## config.mk

```make
export PLATFORM = sky130hd
export DESIGN_NAME = phase_bus_scheduler
export DESIGN_NICKNAME = d
export VERILOG_FILES = /design/src/rtl/phase_bus_scheduler.sv
export SDC_FILE = /design/constraint.sdc
export NUM_CORES = 1
export LEC_CHECK = 0
export ABC_AREA = 1
export CELL_PAD_IN_SITES_DETAIL_PLACEMENT = 0
export CELL_PAD_IN_SITES_GLOBAL_PLACEMENT = 1
export CORE_MARGIN = 2
export CORE_UTILIZATION = 25
export DETAILED_ROUTE_END_ITERATION = 8
export PLACE_DENSITY = 0.66
export SYNTH_ARGS = -nofsm -noshare
export SYNTH_HDL_FRONTEND = slang
export SYNTH_SLANG_ARGS = --single-unit
```

## constraint.sdc

```tcl
create_clock -name clock -period 2.3 [get_ports clock]
set_clock_uncertainty 0.2 [all_clocks]
set_input_delay 0.69 -clock clock [delete_from_list [all_inputs] [get_ports clock]]
set_output_delay 0.69 -clock clock [all_outputs]
set_load 0.02 [all_outputs]
```

## src/rtl/phase_bus_scheduler.sv

```systemverilog
`default_nettype none
// ============================================================================
// Module   : phase_bus_scheduler
// Purpose  : Round-robin owner of the shared phase bus. Grants one command
//            engine at a time, waits for its completion, then enforces a
//            bus-idle guard interval before the next grant.
//            Optional hung-engine abort is built when PB_SCHED_TIMEOUT_EN is
//            defined.
// Revision : 1.0 - initial release
// ============================================================================
module phase_bus_scheduler #(
  parameter int CLOCK_FREQUENCY = 27000000,
  parameter int GUARD_CYCLES    = 21,
  parameter int TIMEOUT_CYCLES  = 65535
) (
  input  logic       clock,
  input  logic       reset_n,
  input  logic [3:0] cmd_req,
  output logic [3:0] cmd_ack,
  output logic       cmd_err,
  output logic [3:0] sm_activate,
  input  logic [3:0] sm_complete,
  output logic       bus_busy,
  output logic [1:0] grant_id
);

  localparam int GUARD_EFF = (GUARD_CYCLES < 1) ? 1 : GUARD_CYCLES;
  localparam int GUARD_W   = $clog2(GUARD_EFF + 1);
  localparam logic [GUARD_W-1:0] GUARD_LOAD = GUARD_W'(GUARD_EFF);
  localparam logic [GUARD_W-1:0] GUARD_ONE  = GUARD_W'(1);

  if (CLOCK_FREQUENCY < 1 || TIMEOUT_CYCLES < 1 || TIMEOUT_CYCLES > 65535) begin : g_param_check
    $error("phase_bus_scheduler: CLOCK_FREQUENCY or TIMEOUT_CYCLES out of range");
  end

  typedef enum logic [1:0] {
    S_IDLE    = 2'd0,
    S_RUN     = 2'd1,
    S_RELEASE = 2'd2,
    S_GUARD   = 2'd3
  } state_t;

  state_t               state_q,    state_d;
  logic [1:0]           rr_ptr_q,   rr_ptr_d;
  logic [1:0]           grant_id_q, grant_id_d;
  logic [3:0]           activate_q, activate_d;
  logic [3:0]           ack_q,      ack_d;
  logic                 busy_q,     busy_d;
  logic [GUARD_W-1:0]   guard_cnt_q, guard_cnt_d;

`ifdef PB_SCHED_TIMEOUT_EN
  localparam logic [15:0] TIMEOUT_LIM = 16'(TIMEOUT_CYCLES);

  logic [15:0]          to_cnt_q,    to_cnt_d;
  logic                 timed_out_q, timed_out_d;
  logic [1:0]           rel_cnt_q,   rel_cnt_d;
  logic                 err_q,       err_d;
`endif

  // Round-robin pick: lowest offset from rr_ptr_q wins, wrapping 3->0.
  logic       req_any;
  logic [1:0] winner;

  always_comb begin
    req_any = 1'b0;
    winner  = rr_ptr_q;
    for (int i = 3; i >= 0; i--) begin
      if (cmd_req[rr_ptr_q + 2'(i)]) begin
        req_any = 1'b1;
        winner  = rr_ptr_q + 2'(i);
      end
    end
  end

  always_comb begin
    state_d     = state_q;
    rr_ptr_d    = rr_ptr_q;
    grant_id_d  = grant_id_q;
    activate_d  = activate_q;
    ack_d       = 4'b0000;
    guard_cnt_d = guard_cnt_q;
`ifdef PB_SCHED_TIMEOUT_EN
    to_cnt_d    = to_cnt_q;
    timed_out_d = timed_out_q;
    rel_cnt_d   = rel_cnt_q;
    err_d       = 1'b0;
`endif

    unique case (state_q)
      S_IDLE: begin
        if (req_any) begin
          grant_id_d = winner;
          activate_d = 4'b0001 << winner;
          rr_ptr_d   = winner + 2'd1;
          state_d    = S_RUN;
`ifdef PB_SCHED_TIMEOUT_EN
          to_cnt_d    = 16'd0;
          timed_out_d = 1'b0;
`endif
        end
      end

      S_RUN: begin
        // Only the granted engine's completion flag is meaningful here.
        if (sm_complete[grant_id_q]) begin
          activate_d = 4'b0000;
          ack_d      = activate_q;
          state_d    = S_RELEASE;
`ifdef PB_SCHED_TIMEOUT_EN
          rel_cnt_d  = 2'd0;
        end else if ((to_cnt_q + 16'd1) >= TIMEOUT_LIM) begin
          activate_d  = 4'b0000;
          ack_d       = activate_q;
          err_d       = 1'b1;
          timed_out_d = 1'b1;
          rel_cnt_d   = 2'd0;
          state_d     = S_RELEASE;
        end else begin
          to_cnt_d = to_cnt_q + 16'd1;
`endif
        end
      end

      S_RELEASE: begin
`ifdef PB_SCHED_TIMEOUT_EN
        // A timed-out engine may never drop its flag; give it three cycles.
        if (!sm_complete[grant_id_q] || (timed_out_q && rel_cnt_q == 2'd2)) begin
          guard_cnt_d = GUARD_LOAD;
          state_d     = S_GUARD;
        end else begin
          rel_cnt_d = rel_cnt_q + 2'd1;
        end
`else
        if (!sm_complete[grant_id_q]) begin
          guard_cnt_d = GUARD_LOAD;
          state_d     = S_GUARD;
        end
`endif
      end

      S_GUARD: begin
        if (guard_cnt_q <= GUARD_ONE) begin
          guard_cnt_d = '0;
          state_d     = S_IDLE;
        end else begin
          guard_cnt_d = guard_cnt_q - GUARD_ONE;
        end
      end

      default: begin
        activate_d = 4'b0000;
        state_d    = S_IDLE;
      end
    endcase

    busy_d = (state_d != S_IDLE);
  end

  always_ff @(posedge clock or negedge reset_n) begin
    if (!reset_n) begin
      state_q     <= S_IDLE;
      rr_ptr_q    <= 2'd0;
      grant_id_q  <= 2'd0;
      activate_q  <= 4'b0000;
      ack_q       <= 4'b0000;
      busy_q      <= 1'b0;
      guard_cnt_q <= '0;
`ifdef PB_SCHED_TIMEOUT_EN
      to_cnt_q    <= 16'd0;
      timed_out_q <= 1'b0;
      rel_cnt_q   <= 2'd0;
      err_q       <= 1'b0;
`endif
    end else begin
      state_q     <= state_d;
      rr_ptr_q    <= rr_ptr_d;
      grant_id_q  <= grant_id_d;
      activate_q  <= activate_d;
      ack_q       <= ack_d;
      busy_q      <= busy_d;
      guard_cnt_q <= guard_cnt_d;
`ifdef PB_SCHED_TIMEOUT_EN
      to_cnt_q    <= to_cnt_d;
      timed_out_q <= timed_out_d;
      rel_cnt_q   <= rel_cnt_d;
      err_q       <= err_d;
`endif
    end
  end

  assign sm_activate = activate_q;
  assign cmd_ack     = ack_q;
  assign bus_busy    = busy_q;
  assign grant_id    = grant_id_q;
`ifdef PB_SCHED_TIMEOUT_EN
  assign cmd_err     = err_q;
`else
  assign cmd_err     = 1'b0;
`endif

endmodule
`default_nettype wire

```

==> metrics.md <==
| Metric | Value |
|---|---|
| DP Area | `1530 µm²` |
| Number of global-route vias before repair | `1031` |
| Starting density of the core | `0.255` |
| Overall routing resource usage | `0.107` |
| Die Footprint | `5320 µm²` |
| Peak supply drop | `0.422 mV` |
| Min-delay src | `sm_activate[1]` |
| Cell family with most CP delay | `buffers and inverters` |
| Internal cell power | `1.23 mW` |
| CTS tree | `done` |
| Mapped Nets | `181` |
| Path class of the lowest-slack min-delay path | `reg -> reg` |
| Share of the clock period used by the worst path | `0.960` |
| Fraction of power consumed by sequential logic | `0.252` |
| Max-cap viol count | `0` |
| Net switching power | `1.07 mW` |
| Adder-cell share of the synthesized area | `0.0632` |
| Total inserted antenna cells | `0` |
| Detailed router's first-iteration violation count | `41` |
| Number of clock buffers inserted by TritonCTS | `3` |
| Switching Share | `0.465` |
| Total via count in the routed design | `1083` |
| Final worst hold slack | `0.325 ns` |
| Simple-gate share of the synthesized area | `0.324` |
| End point of the most critical hold path | `cmd_ack[1]` |
| Vertical extent of the die | `73.0 µm` |
| Highest Clock Rate | `0.453 GHz` |
| Area growth syn-to-layout | `37.7%` |
| Sequential cell area fraction in the yosys report | `0.421` |
| Bufs and invs on worst path | `1` |
| CP max stage cell | `clkdlybuf4s50_1` |
| Total gr overflow | `0` |
| Worst flop-to-flop path endpoint | `rr_ptr_q[1]` |
| Via-to-Cell Ratio | `4.30` |
| Power per unit of standard cell area | `1400 nW/µm²` |
| Detailed-router iteration count before antenna repair | `4` |
| Area of all placed cells without fillers | `1640 µm²` |
| Post-detailed-route count of antenna-violating nets | `0` |
| DRC errors left | `0` |
| Clock latency at the later pin of the worst-skew pair | `0.26 ns` |
| Clock power share | `0.100` |
| Synthesized instance count | `165` |
| Clock sink count | `20` |
| Xor/xnor cell area share of the yosys netlist | `0.0147` |
| Combinational share of power | `0.648` |
| Arr. time, crit path | `1.32 ns` |
| Unrepaired setup endpoints after global routing | `no` |
| Final period demand of the worst path | `2.21 ns` |
| Slew Viols, Final | `0` |
| Number of antenna violations at the first check in global routing | `0` |
| Largest net degree at the start of global routing | `21` |
| Leakage power total | `0.894 nW` |
| Mean area per synthesized cell | `7.20 µm²` |
| First-pass GRT wire length | `4.55 mm` |
| Critical register-to-register path startpoint | `rr_ptr_q[0]` |
| Critical path fanouts, max | `5` |
| Fraction of final layout cells sized beyond drive strength 1 | `0.187` |
| Worst hold path depth | `2` |
| Width of the die | `73.0 µm` |
| Post-synthesis compound-gate area fraction | `0.0642` |
| CP Cell Sequence | `clkdlybuf4s50_1` |
| Clk slew on worst S/H paths | `0.07 ns` |
| Fill cell count | `482` |
| Number of distinct library cells after synthesis | `24` |
| Placeable Area | `4660 µm²` |
| HPWL after DPL | `1.88 mm` |
| CP endpoint kind | `output pin` |
| Cell at the root of the clock tree | `clkbuf_8` |
| CP Class | `reg -> out` |
| Num rows | `25` |
| Number of standard cells in the final layout excluding fillers | `252` |
| Placed Cells | `249` |
| Worst endpoint required time | `1.41 ns` |
| Final total negative setup slack | `0 ns` |
| Stage delay of the slowest cell on the critical path | `0.63 ns` |
| Dominant combinational cell family by area after synthesis | `simple AND/OR/NAND/NOR gates` |
| Tot Pwr | `2.29 mW` |
| Outcome | `completed` |
| Maximum root-to-sink buffer count | `2` |
| Htree depth | `1` |
| R2r setup slk | `0.35 ns` |
| Total Nets Final | `216` |
| Number of warnings reported in the yosys synthesis log | `0` |
| Final setup violating endpoints | `0` |
| Average wire per cell in the routed design | `10.0 µm` |
| Fraction of synthesized area in multiplexers | `0` |
| Port Buf Inserts | `20` |
| Total Routed Length | `2.52 mm` |
| Worst reg2reg path depth | `13` |
| Hold Violations, Final | `0` |
| Number of register bits inferred by synthesis | `20` |
| Category of the worst setup path launch point | `flop` |
| Netlist area before placement | `1190 µm²` |
| Final weighted congestion of routability-driven global placement | `0.815` |
| Count of pins on the block boundary | `22` |
==> power by group through the flow <==
stage	Clock (mW)	Sequential (mW)	Combinational [mW]
global route	0.255	0.599	1.72
global placement	0	0.585	1.41
finish	0.230	0.578	1.49
floorplan	0	0.625	0.859
CTS	0.242	0.578	1.40
detailed placement	0	0.585	1.39
==> synthesized netlist by cell type <==
cell	number	share of area
nor2_2	1	0.0053
o21ai_1	1	0.0042
o22ai_1	1	0.0053
inv_1	26	0.082
o21ai_2	1	0.0074
o21ai_0	2	0.0084
a22oi_1	1	0.0063
o211ai_1	1	0.0063
nand2_2	2	0.011
conb_1	1	0.0032
xor2_1	2	0.015
nand2_4	1	0.0095
a21oi_1	5	0.021
nand2_1	60	0.19
a31oi_1	1	0.0053
dfrtp_1	20	0.42
nor2_1	9	0.028
nand3_1	18	0.076
ha_1	6	0.063
buf_6	1	0.0095
and3_1	1	0.0053
buf_4	1	0.0063
inv_2	2	0.0063
inv_4	1	0.0053
==> stage by stage <==
step	setup slack (ns)	util
CTS	0.0216	0.337
global placement	-0.246	0.328
detailed placement	-0.251	0.328
floorplan	0.292	-
global route	0.0150	0.351
finish	0.0919	0.351
==> layout make-up <==
| class | count | area [µm²] | area share |
|---|---|---|---|
| multi-input combinational | 114 | 616 | 0.376 |
| sequential | 20 | 500 | 0.306 |
| timing repair buffer | 32 | 300 | 0.183 |
| inverter | 29 | 111 | 0.0680 |
| tap | 54 | 67.6 | 0.0413 |
| clock buffer | 3 | 41.3 | 0.0252 |
==> routing by layer <==
layer,track usage,vias up,routed length (µm)
li1,-,572,-
met1,0.144,492,1230
met2,0.176,19,1200
met3,0.0290,0,86
met4,0.0185,0,0
met5,0,-,0
==> sequential cells by signal (all words and copies together), names as in the netlist <==
name         cells
grant_id         2
bus_busy         1
cmd_ack          4
rr_ptr_q         2
state_q          2
guard_cnt_q      5
sm_activate      4
==> how the worst max path moves through the flow <==
stage,startpoint,to,slack (ns),depth (start not counted)
after global routing,grant_id[0],grant_id[0],0.02,1
after floorplan,cmd_req[3],rr_ptr_q[1],0.29,13
final,grant_id[0],grant_id[0],0.09,1
after detailed placement,cmd_req[3],rr_ptr_q[1],-0.25,13
after CTS,cmd_req[3],rr_ptr_q[1],0.02,13
after global placement,cmd_req[3],rr_ptr_q[1],-0.25,14
==> layout by cell type, fill, tap and decap left out, drive strengths merged <==
master	synthesis	routed
nand2	63	63
inv	29	29
dfrtp	20	20
nand3	18	18
clkdlybuf4s50	0	16
buf	2	12
nor2	10	10
ha	6	6
a21oi	5	5
dlymetal6s2s	0	4
o21ai	4	4
clkbuf	0	3
xor2	2	2
o211ai	1	1
and3	1	1
a31oi	1	1
a22oi	1	1
o22ai	1	1
conb	1	1
==> cells by family after synthesis <==
family          count (synthesis)
buf+inv                        31
compound gates                 13
other cells                     1
flops                          20
simple gates                   92
xor+xnor                        2
fa+ha+maj                       6
==> timing repair <==
item / 4_1_cts / 5_1_grt
hold buffers: 0 / 0
gates resized for setup: 0 / 21
endpoints found under the setup margin: 0 / 7
buffers inserted: 0 / 0
endpoints found under the hold margin: 0 / 0
(Power assumes the default switching activity.)
